**src/rtl/periph_bus_fabric_pkg.sv**
```systemverilog
// Shared constants for the peripheral bus fabric: default memory map,
// interrupt codes and FSM state encodings.
package periph_bus_fabric_pkg;

  localparam int unsigned BUS_XLEN = 32;
  localparam int unsigned DEFAULT_NUM_SLAVES = 5;

  localparam logic [BUS_XLEN-1:0] FLASH_BASE = 32'h0000_0000;
  localparam logic [BUS_XLEN-1:0] FLASH_MASK = 32'hF000_0000;
  localparam logic [BUS_XLEN-1:0] SDRAM_BASE = 32'h8000_0000;
  localparam logic [BUS_XLEN-1:0] SDRAM_MASK = 32'hC000_0000;
  localparam logic [BUS_XLEN-1:0] GPIO_BASE  = 32'h1000_0000;
  localparam logic [BUS_XLEN-1:0] GPIO_MASK  = 32'hF000_0000;
  localparam logic [BUS_XLEN-1:0] UART_BASE  = 32'h2000_0000;
  localparam logic [BUS_XLEN-1:0] UART_MASK  = 32'hFFFF_0000;
  localparam logic [BUS_XLEN-1:0] TIMER_BASE = 32'h2001_0000;
  localparam logic [BUS_XLEN-1:0] TIMER_MASK = 32'hFFFF_0000;

  // Slot 0 sits in the least-significant word.
  localparam logic [DEFAULT_NUM_SLAVES*BUS_XLEN-1:0] DEFAULT_BASE_VEC =
    {TIMER_BASE, UART_BASE, GPIO_BASE, SDRAM_BASE, FLASH_BASE};
  localparam logic [DEFAULT_NUM_SLAVES*BUS_XLEN-1:0] DEFAULT_MASK_VEC =
    {TIMER_MASK, UART_MASK, GPIO_MASK, SDRAM_MASK, FLASH_MASK};

  localparam int unsigned DEFAULT_INT_CODE_WIDTH = 4;
  localparam logic [DEFAULT_INT_CODE_WIDTH-1:0] INT_CODE_NONE_DEF = 4'd0;
  localparam logic [DEFAULT_INT_CODE_WIDTH-1:0] INT_CODE_FLASH = 4'd1;
  localparam logic [DEFAULT_INT_CODE_WIDTH-1:0] INT_CODE_SDRAM = 4'd2;
  localparam logic [DEFAULT_INT_CODE_WIDTH-1:0] INT_CODE_GPIO  = 4'd3;
  localparam logic [DEFAULT_INT_CODE_WIDTH-1:0] INT_CODE_UART  = 4'd4;
  localparam logic [DEFAULT_INT_CODE_WIDTH-1:0] INT_CODE_TIMER = 4'd5;
  localparam logic [DEFAULT_NUM_SLAVES*DEFAULT_INT_CODE_WIDTH-1:0] DEFAULT_INT_CODE_VEC =
    {INT_CODE_TIMER, INT_CODE_UART, INT_CODE_GPIO, INT_CODE_SDRAM, INT_CODE_FLASH};

  typedef logic [1:0] fsm_state_t;
  localparam fsm_state_t ST_IDLE   = 2'd0;
  localparam fsm_state_t ST_ACCESS = 2'd1;
  localparam fsm_state_t ST_DONE   = 2'd2;

endpackage

```
**src/rtl/periph_addr_decoder.sv**
```systemverilog
// Combinational base/mask match across NUM entries with lowest-index priority.
module periph_addr_decoder #(
  parameter int unsigned AW    = 32,
  parameter int unsigned NUM   = 5,
  parameter int unsigned IDX_W = 3,
  parameter logic [NUM*AW-1:0] BASE_VEC = '0,
  parameter logic [NUM*AW-1:0] MASK_VEC = '0
) (
  input  logic [AW-1:0]    addr,
  output logic             hit,
  output logic [IDX_W-1:0] idx
);

  always_comb begin
    hit = 1'b0;
    idx = '0;
    for (int unsigned i = 0; i < NUM; i++) begin
      if (!hit && ((addr & MASK_VEC[i*AW +: AW]) == BASE_VEC[i*AW +: AW])) begin
        hit = 1'b1;
        idx = IDX_W'(i);
      end
    end
  end

endmodule

```
**src/rtl/periph_bus_fabric.sv**
```systemverilog
// Single-outstanding peripheral interconnect with address decode, bus timeout
// and a registered interrupt priority encoder.
module periph_bus_fabric
  import periph_bus_fabric_pkg::*;
#(
  parameter int unsigned XLEN           = BUS_XLEN,
  parameter int unsigned NUM_SLAVES     = DEFAULT_NUM_SLAVES,
  parameter logic [NUM_SLAVES*XLEN-1:0] BASE_VEC = DEFAULT_BASE_VEC,
  parameter logic [NUM_SLAVES*XLEN-1:0] MASK_VEC = DEFAULT_MASK_VEC,
  parameter int unsigned TIMEOUT_CYCLES = 255,
  parameter int unsigned INT_CODE_WIDTH = DEFAULT_INT_CODE_WIDTH,
  parameter logic [NUM_SLAVES*INT_CODE_WIDTH-1:0] INT_CODE_VEC = DEFAULT_INT_CODE_VEC,
  parameter logic [INT_CODE_WIDTH-1:0] INT_CODE_NONE = '0
) (
  input  logic                       pclk,
  input  logic                       rst_n,
  input  logic [XLEN-1:0]            m_addr,
  input  logic                       m_read,
  input  logic                       m_write,
  input  logic [XLEN-1:0]            m_wdata,
  input  logic [1:0]                 m_byte_size,
  output logic [XLEN-1:0]            m_rdata,
  output logic                       m_ready,
  output logic                       m_err,
  output logic [XLEN-1:0]            s_addr,
  output logic [XLEN-1:0]            s_wdata,
  output logic [1:0]                 s_byte_size,
  output logic [NUM_SLAVES-1:0]      s_read,
  output logic [NUM_SLAVES-1:0]      s_write,
  input  logic [NUM_SLAVES*XLEN-1:0] s_rdata,
  input  logic [NUM_SLAVES-1:0]      s_ready,
  input  logic [NUM_SLAVES-1:0]      irq_src,
  output logic [INT_CODE_WIDTH-1:0]  irq_code
);

  localparam int unsigned IDX_W = (NUM_SLAVES > 1) ? $clog2(NUM_SLAVES) : 1;
  localparam int unsigned CNT_W = (TIMEOUT_CYCLES > 0) ? $clog2(TIMEOUT_CYCLES + 1) : 1;
  localparam logic [CNT_W-1:0] CNT_LIMIT = CNT_W'(TIMEOUT_CYCLES);
  localparam logic [CNT_W-1:0] CNT_MAX   = '1;

  // Interrupt priority reuses the address decoder: entry i matches when bit i is set.
  function automatic logic [NUM_SLAVES*NUM_SLAVES-1:0] onehot_table();
    logic [NUM_SLAVES*NUM_SLAVES-1:0] t;
    t = '0;
    for (int unsigned i = 0; i < NUM_SLAVES; i++) t[i*NUM_SLAVES + i] = 1'b1;
    return t;
  endfunction

  localparam logic [NUM_SLAVES*NUM_SLAVES-1:0] IRQ_TABLE = onehot_table();

  fsm_state_t       state;
  logic [IDX_W-1:0] sel;
  logic             is_write;
  logic [CNT_W-1:0] cnt;
  logic [CNT_W-1:0] cnt_inc;
  logic             dec_hit;
  logic [IDX_W-1:0] dec_idx;
  logic             irq_hit;
  logic [IDX_W-1:0] irq_idx;
  logic [NUM_SLAVES-1:0] dec_onehot;
  logic             sel_ready;
  logic             timed_out;

  periph_addr_decoder #(
    .AW       (XLEN),
    .NUM      (NUM_SLAVES),
    .IDX_W    (IDX_W),
    .BASE_VEC (BASE_VEC),
    .MASK_VEC (MASK_VEC)
  ) u_addr_dec (
    .addr (m_addr),
    .hit  (dec_hit),
    .idx  (dec_idx)
  );

  periph_addr_decoder #(
    .AW       (NUM_SLAVES),
    .NUM      (NUM_SLAVES),
    .IDX_W    (IDX_W),
    .BASE_VEC (IRQ_TABLE),
    .MASK_VEC (IRQ_TABLE)
  ) u_irq_dec (
    .addr (irq_src),
    .hit  (irq_hit),
    .idx  (irq_idx)
  );

  always_comb begin
    dec_onehot = NUM_SLAVES'(1) << dec_idx;
    cnt_inc    = (cnt == CNT_MAX) ? cnt : cnt + 1'b1;
    sel_ready  = s_ready[sel];
    timed_out  = (TIMEOUT_CYCLES != 0) && (cnt_inc == CNT_LIMIT);
  end

  always_ff @(posedge pclk or negedge rst_n) begin
    if (!rst_n) begin
      state       <= ST_IDLE;
      sel         <= '0;
      is_write    <= 1'b0;
      cnt         <= '0;
      s_addr      <= '0;
      s_wdata     <= '0;
      s_byte_size <= '0;
      s_read      <= '0;
      s_write     <= '0;
      m_ready     <= 1'b0;
      m_rdata     <= '0;
      m_err       <= 1'b0;
    end else begin
      case (state)
        ST_IDLE: begin
          if (m_read || m_write) begin
            s_addr      <= m_addr;
            s_wdata     <= m_wdata;
            s_byte_size <= m_byte_size;
            is_write    <= m_write;
            sel         <= dec_idx;
            cnt         <= '0;
            if ((m_read && m_write) || !dec_hit) begin
              state   <= ST_DONE;
              m_ready <= 1'b1;
              m_err   <= 1'b1;
              m_rdata <= '0;
            end else begin
              state   <= ST_ACCESS;
              s_read  <= m_read  ? dec_onehot : '0;
              s_write <= m_write ? dec_onehot : '0;
            end
          end
        end
        ST_ACCESS: begin
          cnt <= cnt_inc;
          // Ready wins over a timeout landing on the same edge.
          if (sel_ready) begin
            s_read  <= '0;
            s_write <= '0;
            m_ready <= 1'b1;
            m_err   <= 1'b0;
            m_rdata <= is_write ? '0 : s_rdata[sel*XLEN +: XLEN];
            state   <= ST_DONE;
          end else if (timed_out) begin
            s_read  <= '0;
            s_write <= '0;
            m_ready <= 1'b1;
            m_err   <= 1'b1;
            m_rdata <= '0;
            state   <= ST_DONE;
          end
        end
        ST_DONE: begin
          m_ready <= 1'b0;
          m_err   <= 1'b0;
          m_rdata <= '0;
          state   <= ST_IDLE;
        end
        default: state <= ST_IDLE;
      endcase
    end
  end

  always_ff @(posedge pclk or negedge rst_n) begin
    if (!rst_n) irq_code <= INT_CODE_NONE;
    else        irq_code <= irq_hit ? INT_CODE_VEC[irq_idx*INT_CODE_WIDTH +: INT_CODE_WIDTH]
                                    : INT_CODE_NONE;
  end

endmodule
```
**config.mk**
```make
export PLATFORM = sky130hd
export DESIGN_NAME = periph_bus_fabric
export DESIGN_NICKNAME = d
export VERILOG_FILES = /design/src/rtl/periph_bus_fabric_pkg.sv /design/src/rtl/periph_addr_decoder.sv /design/src/rtl/periph_bus_fabric.sv
export SDC_FILE = /design/constraint.sdc
export NUM_CORES = 1
export LEC_CHECK = 0
export CAP_MARGIN = 20
export CORE_AREA = 2 2 139 141
export DETAILED_ROUTE_END_ITERATION = 7
export DIE_AREA = 0 0 141 143
export GPL_TIMING_DRIVEN = 0
export PLACE_DENSITY_LB_ADDON = 0.2
export RECOVER_POWER = 100
export SYNTH_ARGS = -nofsm -noshare
export SYNTH_HDL_FRONTEND = slang
export SYNTH_SLANG_ARGS = --single-unit
```
**constraint.sdc**
```tcl
create_clock -name pclk -period 6.6 [get_ports pclk]
set_input_delay 0.66 -clock pclk [delete_from_list [all_inputs] [get_ports pclk]]
set_output_delay 0.66 -clock pclk [all_outputs]
set_load 0.02 [all_outputs]
```
==> flow_metrics.env, run 1 <==
export IMPL_dpl_hpwl_mm=18.64
export IMPL_path_clk_slew_ps=60
export IMPL_syn_nets=863
export IMPL_finalClockSkew_ps=11.85
export IMPL_grt_start_max_net_pins=97
export IMPL_ys_flop_type="dfrtp_1"
export IMPL_arrival_ps=3930
export IMPL_post_route_util_pct=57.94
export IMPL_tns_ps=0
export IMPL_nets=1233
export IMPL_postRouteAntennaNets=0
export IMPL_synthArstFlopShare_pct=100.0
export IMPL_vias_per_cell=5.012
export IMPL_finalSetupViolCount=0
export IMPL_path_delay_family="buffers and inverters"
export IMPL_slew_headroom_pct=-58.69
export IMPL_crit_chain="clkbuf_1, clkbuf_2"
export IMPL_synth_top_area_share_pct=49.33
export IMPL_cts_max_path_buffers=2
export IMPL_grt_pass1_vias=6403
export IMPL_insertion_delay_ps=420
export IMPL_peakVddDrop_mv=0.2257
export IMPL_syn_to_final_growth_pct=67.10
export IMPL_post_cts_resized=0
export IMPL_synthCells=617
export IMPL_drt_pass1_iterations=6
export IMPL_tritoncts="built"
export IMPL_cts_setup_buffers=0
export IMPL_drive_gt1_share_pct=8.700
export IMPL_min_period_over_period_pct=59.08
export IMPL_cpMaxStageDelayCell="clkbuf_2"
export IMPL_io_pins=354
export IMPL_hold_violations=0
export IMPL_fin_ws_ps=2701
export IMPL_violations="capacitance limit, slew limit"
export IMPL_final_max_slew_viol_count=130
export IMPL_synth_top_cells_by_count="nand2_1 (211), dfrtp_1 (127), o2bb2ai_1 (35)"
export IMPL_vias=6200
export IMPL_synthTopCellsByArea="dfrtp_1 (49%), nand2_1 (12%), mux4_2 (12%)"
export IMPL_core_area_um2=18580
export IMPL_die_h_um=143
export IMPL_initial_core_util_pct=34.67
export IMPL_fp_row_count=50
export IMPL_max_stage_delay_ps=1860
export IMPL_port_buffers=350
export IMPL_required_ps=6630
export IMPL_synth_seq_cells=127
export IMPL_cts_root_buf="clkbuf_16"
export IMPL_end_kind="asynchronous set/reset pin"
export IMPL_crit_buf_inv=2
export IMPL_hold_buffers=0
export IMPL_maxCapViolCount=2
export IMPL_synth_area_per_cell_um2=10.44
export IMPL_grt_pass1_wl_mm=36.20
export IMPL_antenna_found_initial=4
export IMPL_wire_per_inst_um=19.51
export IMPL_fin_crit_ps=3899
export IMPL_cts_buffers=17
export IMPL_rsz0062_at_grt="false"
export IMPL_gp_congestion=0.8612
export IMPL_ys_seq_area_share_pct=49.33
export IMPL_min_path_type="reg -> reg"
export IMPL_synthDistinctLibCells=59
export IMPL_crit_fanout=96
export IMPL_crit_type="in -> async"
export IMPL_leakage_uw=0.004867
export IMPL_fin_area_um2=10770
export IMPL_dieArea_um2=20160
export IMPL_outcome="finished with violations"
export IMPL_yosys_area_top_type="dfrtp_1"
export IMPL_cts_sinks=127
export IMPL_p_per_area_nw_per_um2=374.9
export IMPL_worstSetupStartpointType="input pin"
export IMPL_yosysMostFrequentCell="nand2_1"
export IMPL_dpl_cell_area_um2=10270
export IMPL_die_w_um=141
export IMPL_ys_warn_count=0
export IMPL_holdWs_ps=467.8
export IMPL_syn_area_um2=6442
export IMPL_grt_util_all_layers_pct=23.73
export IMPL_wl_mm=24.14
export IMPL_tightest_slew_ps=2380
export IMPL_drc_errors=0
export IMPL_synth_edff_count=0
export IMPL_grt_overflow=0
export IMPL_pre_cts_ws_ps=3209
export IMPL_drtIter0Drc=246
export IMPL_htreeDepth=4
export IMPL_fmax_mhz=256.5
path summary, 6_finish.rpt:
kind,start,endpoint,slack [ps],cells after the start
worst max-delay path,rst_n,s_wdata[6],2700,2
worst min-delay path,s_byte_size[1],s_byte_size[1],470,2
worst max register to register,cnt[0],m_rdata[19],3170,10
worst min register to register,s_byte_size[1],s_byte_size[1],470,2
max in group pclk,cnt[0],m_rdata[19],3170,10
min in group asynchronous,rst_n,m_rdata[0],740,1
cell families (layout without fill, tap and decap cells):
kind of cell	Yosys count	in the layout	synth area share, %
XOR/XNOR	1	1	0.1360
other	1	4	0.05821
AND/OR/NAND/NOR	268	268	17.54
flip-flops	127	127	49.33
multiplexers	36	36	12.04
AO/OA/AOI/OAI	121	121	15.21
adder cells (fa/ha/maj)	6	6	1.165
buffers and inverters	57	440	4.525
layout by cell type (no fill, tap or decap), types with 3 or more instances in the layout:
| master | count |
|---|---|
| a21oi_1 | 13 |
| a22o_1 | 4 |
| a22oi_1 | 33 |
| a311oi_1 | 3 |
| a31oi_1 | 4 |
| buf_2 | 7 |
| clkbuf_1 | 39 |
| clkbuf_16 | 17 |
| clkdlybuf4s50_1 | 235 |
| dfrtp_1 | 127 |
| diode_2 | 3 |
| dlygate4sd3_1 | 114 |
| ha_1 | 6 |
| inv_1 | 7 |
| inv_6 | 6 |
| inv_8 | 3 |
| mux4_2 | 33 |
| nand2_1 | 211 |
| nand2b_1 | 3 |
| nand3_1 | 6 |
| nor2_1 | 18 |
| nor2b_1 | 6 |
| nor4_1 | 4 |
| o21ai_0 | 9 |
| o2bb2ai_1 | 39 |
| o2bb2ai_2 | 3 |
tightest hold or removal path, stage by stage (launching register included):
cell     delay [ps]
dfrtp_1         340
nand2_1          50
nand2_1          50
layout make-up:
cell class / count / area [um2]
diodes: 3 / 7.507
plain buffers: 49 / 215.2
clock buffers: 18 / 439.2
clock inverters: 14 / 170.2
fillers: 1688 / 7815
inverters: 8 / 30.03
multi-input cells: 433 / 2930
flip-flops and latches: 127 / 3178
well taps: 234 / 292.8
repair buffers: 351 / 3502
state kept, by name, indices dropped and copies added (netlist names):
| signal | flops |
|---|---|
| irq_code | 3 |
| m_ready | 1 |
| s_write | 5 |
| s_wdata | 32 |
| s_byte_size | 2 |
| m_rdata | 32 |
| s_addr | 32 |
| s_read | 5 |
| is_write | 1 |
| sel | 3 |
| state | 2 |
| m_err | 1 |
| cnt | 8 |
power breakdown:
group          internal, uW  switching [uW]
clock network           582             403
registers              1030             126
logic                   847            1050
total                  2450            1580
through the flow:
| stage | power [uW] | instances |
|---|---|---|
| global route | 4298 | 1236 |
| global placement | 3203 | 1201 |
| floorplan | 2313 | 617 |
| detailed placement | 3225 | 1202 |
| CTS | 4231 | 1234 |
| finish | 4036 | 1237 |
routing by layer:
metal  up-vias  part of all wire [%]  routed length, um  track usage, %
met1      2992                    38               9284           27.25
met5         -                 0.054                 13               0
met3        18                    10               2419           10.83
li1       2936                     -                  -               -
met4         2                   1.0                247           5.947
met2       252                    50              12170           40.54
(Power assumes the default switching activity.)
==> inputs of run 2 (changes only) <==
Settings changed: CORE_AREA 2 2 139 141 to 2 2 137 139, DIE_AREA 0 0 141 143 to 0 0 139 141.
Clock period 6.6 ns to 3.5 ns, I/O delays scaled along.
==> flow_metrics.env, run 2 (synthesized netlist as in run 1, its figures left out) <==
export IMPL_syn_to_final_growth_pct=67.70
export IMPL_antenna_found_initial=2
export IMPL_peakVddDrop_mv=0.4395
export IMPL_layout_commonest_cell="clkdlybuf4s50_1"
export IMPL_outcome="finished with violations"
export IMPL_violations="capacitance limit, slew limit"
export IMPL_top_regs="m_rdata (32), s_addr (32), s_wdata (32)"
export IMPL_arrival_ps=3310
export IMPL_vias_per_cell=4.975
export IMPL_crit_type="reg -> reg"
export IMPL_tritoncts="built"
export IMPL_initial_core_util_pct=35.27
export IMPL_leakage_uw=0.004891
export IMPL_wl_mm=23.35
export IMPL_topRoutingLayerUsed="met4"
export IMPL_cts_max_path_buffers=2
export IMPL_finalSetupViolCount=0
export IMPL_hold_violations=0
export IMPL_finalClockSkew_ps=7.086
export IMPL_end_kind="register"
export IMPL_grt_start_max_net_pins=90
export IMPL_drtIter0Drc=208
export IMPL_fmax_mhz=329.3
export IMPL_final_cell_mix="clkdlybuf4s50_1 (235), nand2_1 (211), dfrtp_1 (127)"
export IMPL_insertion_delay_ps=400
export IMPL_dpl_hpwl_mm=18.22
export IMPL_wire_per_inst_um=18.87
export IMPL_die_h_um=141
export IMPL_htreeDepth=4
export IMPL_cts_setup_buffers=0
export IMPL_tightest_slew_ps=2359
export IMPL_drive_gt1_share_pct=8.991
export IMPL_grt_pass1_wl_mm=35.83
export IMPL_slew_headroom_pct=-57.29
export IMPL_post_cts_resized=0
export IMPL_port_buffers=350
export IMPL_dieArea_um2=19600
export IMPL_drt_pass1_iterations=7
export IMPL_grt_overflow=0
export IMPL_crit_fanout=10
export IMPL_final_max_slew_viol_count=39
export IMPL_fp_row_count=50
export IMPL_die_w_um=139
export IMPL_p_per_area_nw_per_um2=699.1
export IMPL_rsz0062_at_grt="false"
export IMPL_wl_met3_mm=1.982
export IMPL_min_period_over_period_pct=86.77
export IMPL_path_clk_slew_ps=60
export IMPL_cts_sinks=127
export IMPL_tns_ps=0
export IMPL_required_ps=3780
export IMPL_gp_congestion=0.8504
export IMPL_grt_util_all_layers_pct=23.58
export IMPL_io_pins=354
export IMPL_maxCapViolCount=1
export IMPL_core_area_um2=18270
export IMPL_min_path_type="in -> reg"
export IMPL_cts_buffers=17
export IMPL_ff2ff_setup_slack_ps=460
export IMPL_worstSetupStartpointType="register"
export IMPL_dr_wl_met2_mm=11.75
export IMPL_dpl_cell_area_um2=10270
export IMPL_fin_area_um2=10800
export IMPL_fin_crit_ps=3037
export IMPL_nets=1234
export IMPL_postRouteAntennaNets=0
export IMPL_wirelength_met1_mm=9.321
export IMPL_grt_pass1_vias=6339
export IMPL_drc_errors=0
export IMPL_cts_root_buf="clkbuf_16"
export IMPL_vias=6154
run 2: cell types whose count changed in the layout (fill, tap and decap cells not counted), moves of 3 or more:
| cell | delta |
|---|---|
| inv_6 | -4 |
| buf_6 | +3 |
| inv_8 | -3 |
| clkinv_2 | +3 |
| clkbuf_1 | -4 |
run 2: critical path, cell delays in order, from the launching register on:
cell	delay, ps
dfrtp_1	450
ha_1	200
buf_6	130
nand4_1	160
nor2_1	380
mux2_1	380
o311a_1	430
or2_1	270
buf_6	140
clkbuf_2	200
o2bb2ai_1	170
run 2: report_power, final:
part | internal, uW | switching [uW] | leakage (uW) | total, uW
logic | 1650 | 1980 | 0.00297 | 3620
registers | 1930 | 234 | 0.00164 | 2170
clock network | 1090 | 672 | 0.000283 | 1760
run 2: metal layers:
layer  vias up  global-route usage [%]
li1       2944                       -
met4         0                   6.007
met2       243                   40.68
met1      2950                   28.09
met5         -                       0
met3        17                   8.628
run 2: through the flow:
step | total power [uW] | worst slack (ps) | instances | hold slack (ps) | utilization [%]
6_report | 7553 | 463.0 | 1237 | 336.3 | 59.14
3_3_place_gp | 6024 | -3206 | 1201 | 456.9 | 56.05
2_1_floorplan | 4362 | 943.5 | 617 | 54.41 | -
5_1_grt | 8051 | 272.7 | 1237 | 342.2 | 59.14
3_5_place_dp | 6065 | 471.5 | 1202 | 287.8 | 56.21
4_1_cts | 7871 | 613.4 | 1235 | 308.8 | 59.49
run 2: path summary, 6_finish.rpt:
path,startpoint,endpoint,depth (start not counted)
max in group asynchronous,rst_n,m_rdata[21],2
min in group asynchronous,rst_n,m_rdata[2],2
worst min register to register,s_addr[15],s_addr[15],2
worst min-delay path,m_write,is_write,3
worst max register to register,cnt[0],m_rdata[17],10
worst max-delay path,cnt[0],m_rdata[17],10
run 2: repair_timing:
action | in CTS | in global routing
endpoints found under the setup margin | 0 | 0
hold buffers | 1 | 0
hold endpoints to repair | 38 | 0
run 2: area by class of cell:
cell class	instances	area, um2
fill	1599	7463
inverter	8	30.03
clock inverter	12	132.6
sequential	127	3178
multi-input combinational	433	2924
buffer	49	250.2
antenna	2	5.005
tap	234	292.8
clock buffer	20	456.7
timing repair buffer	352	3535
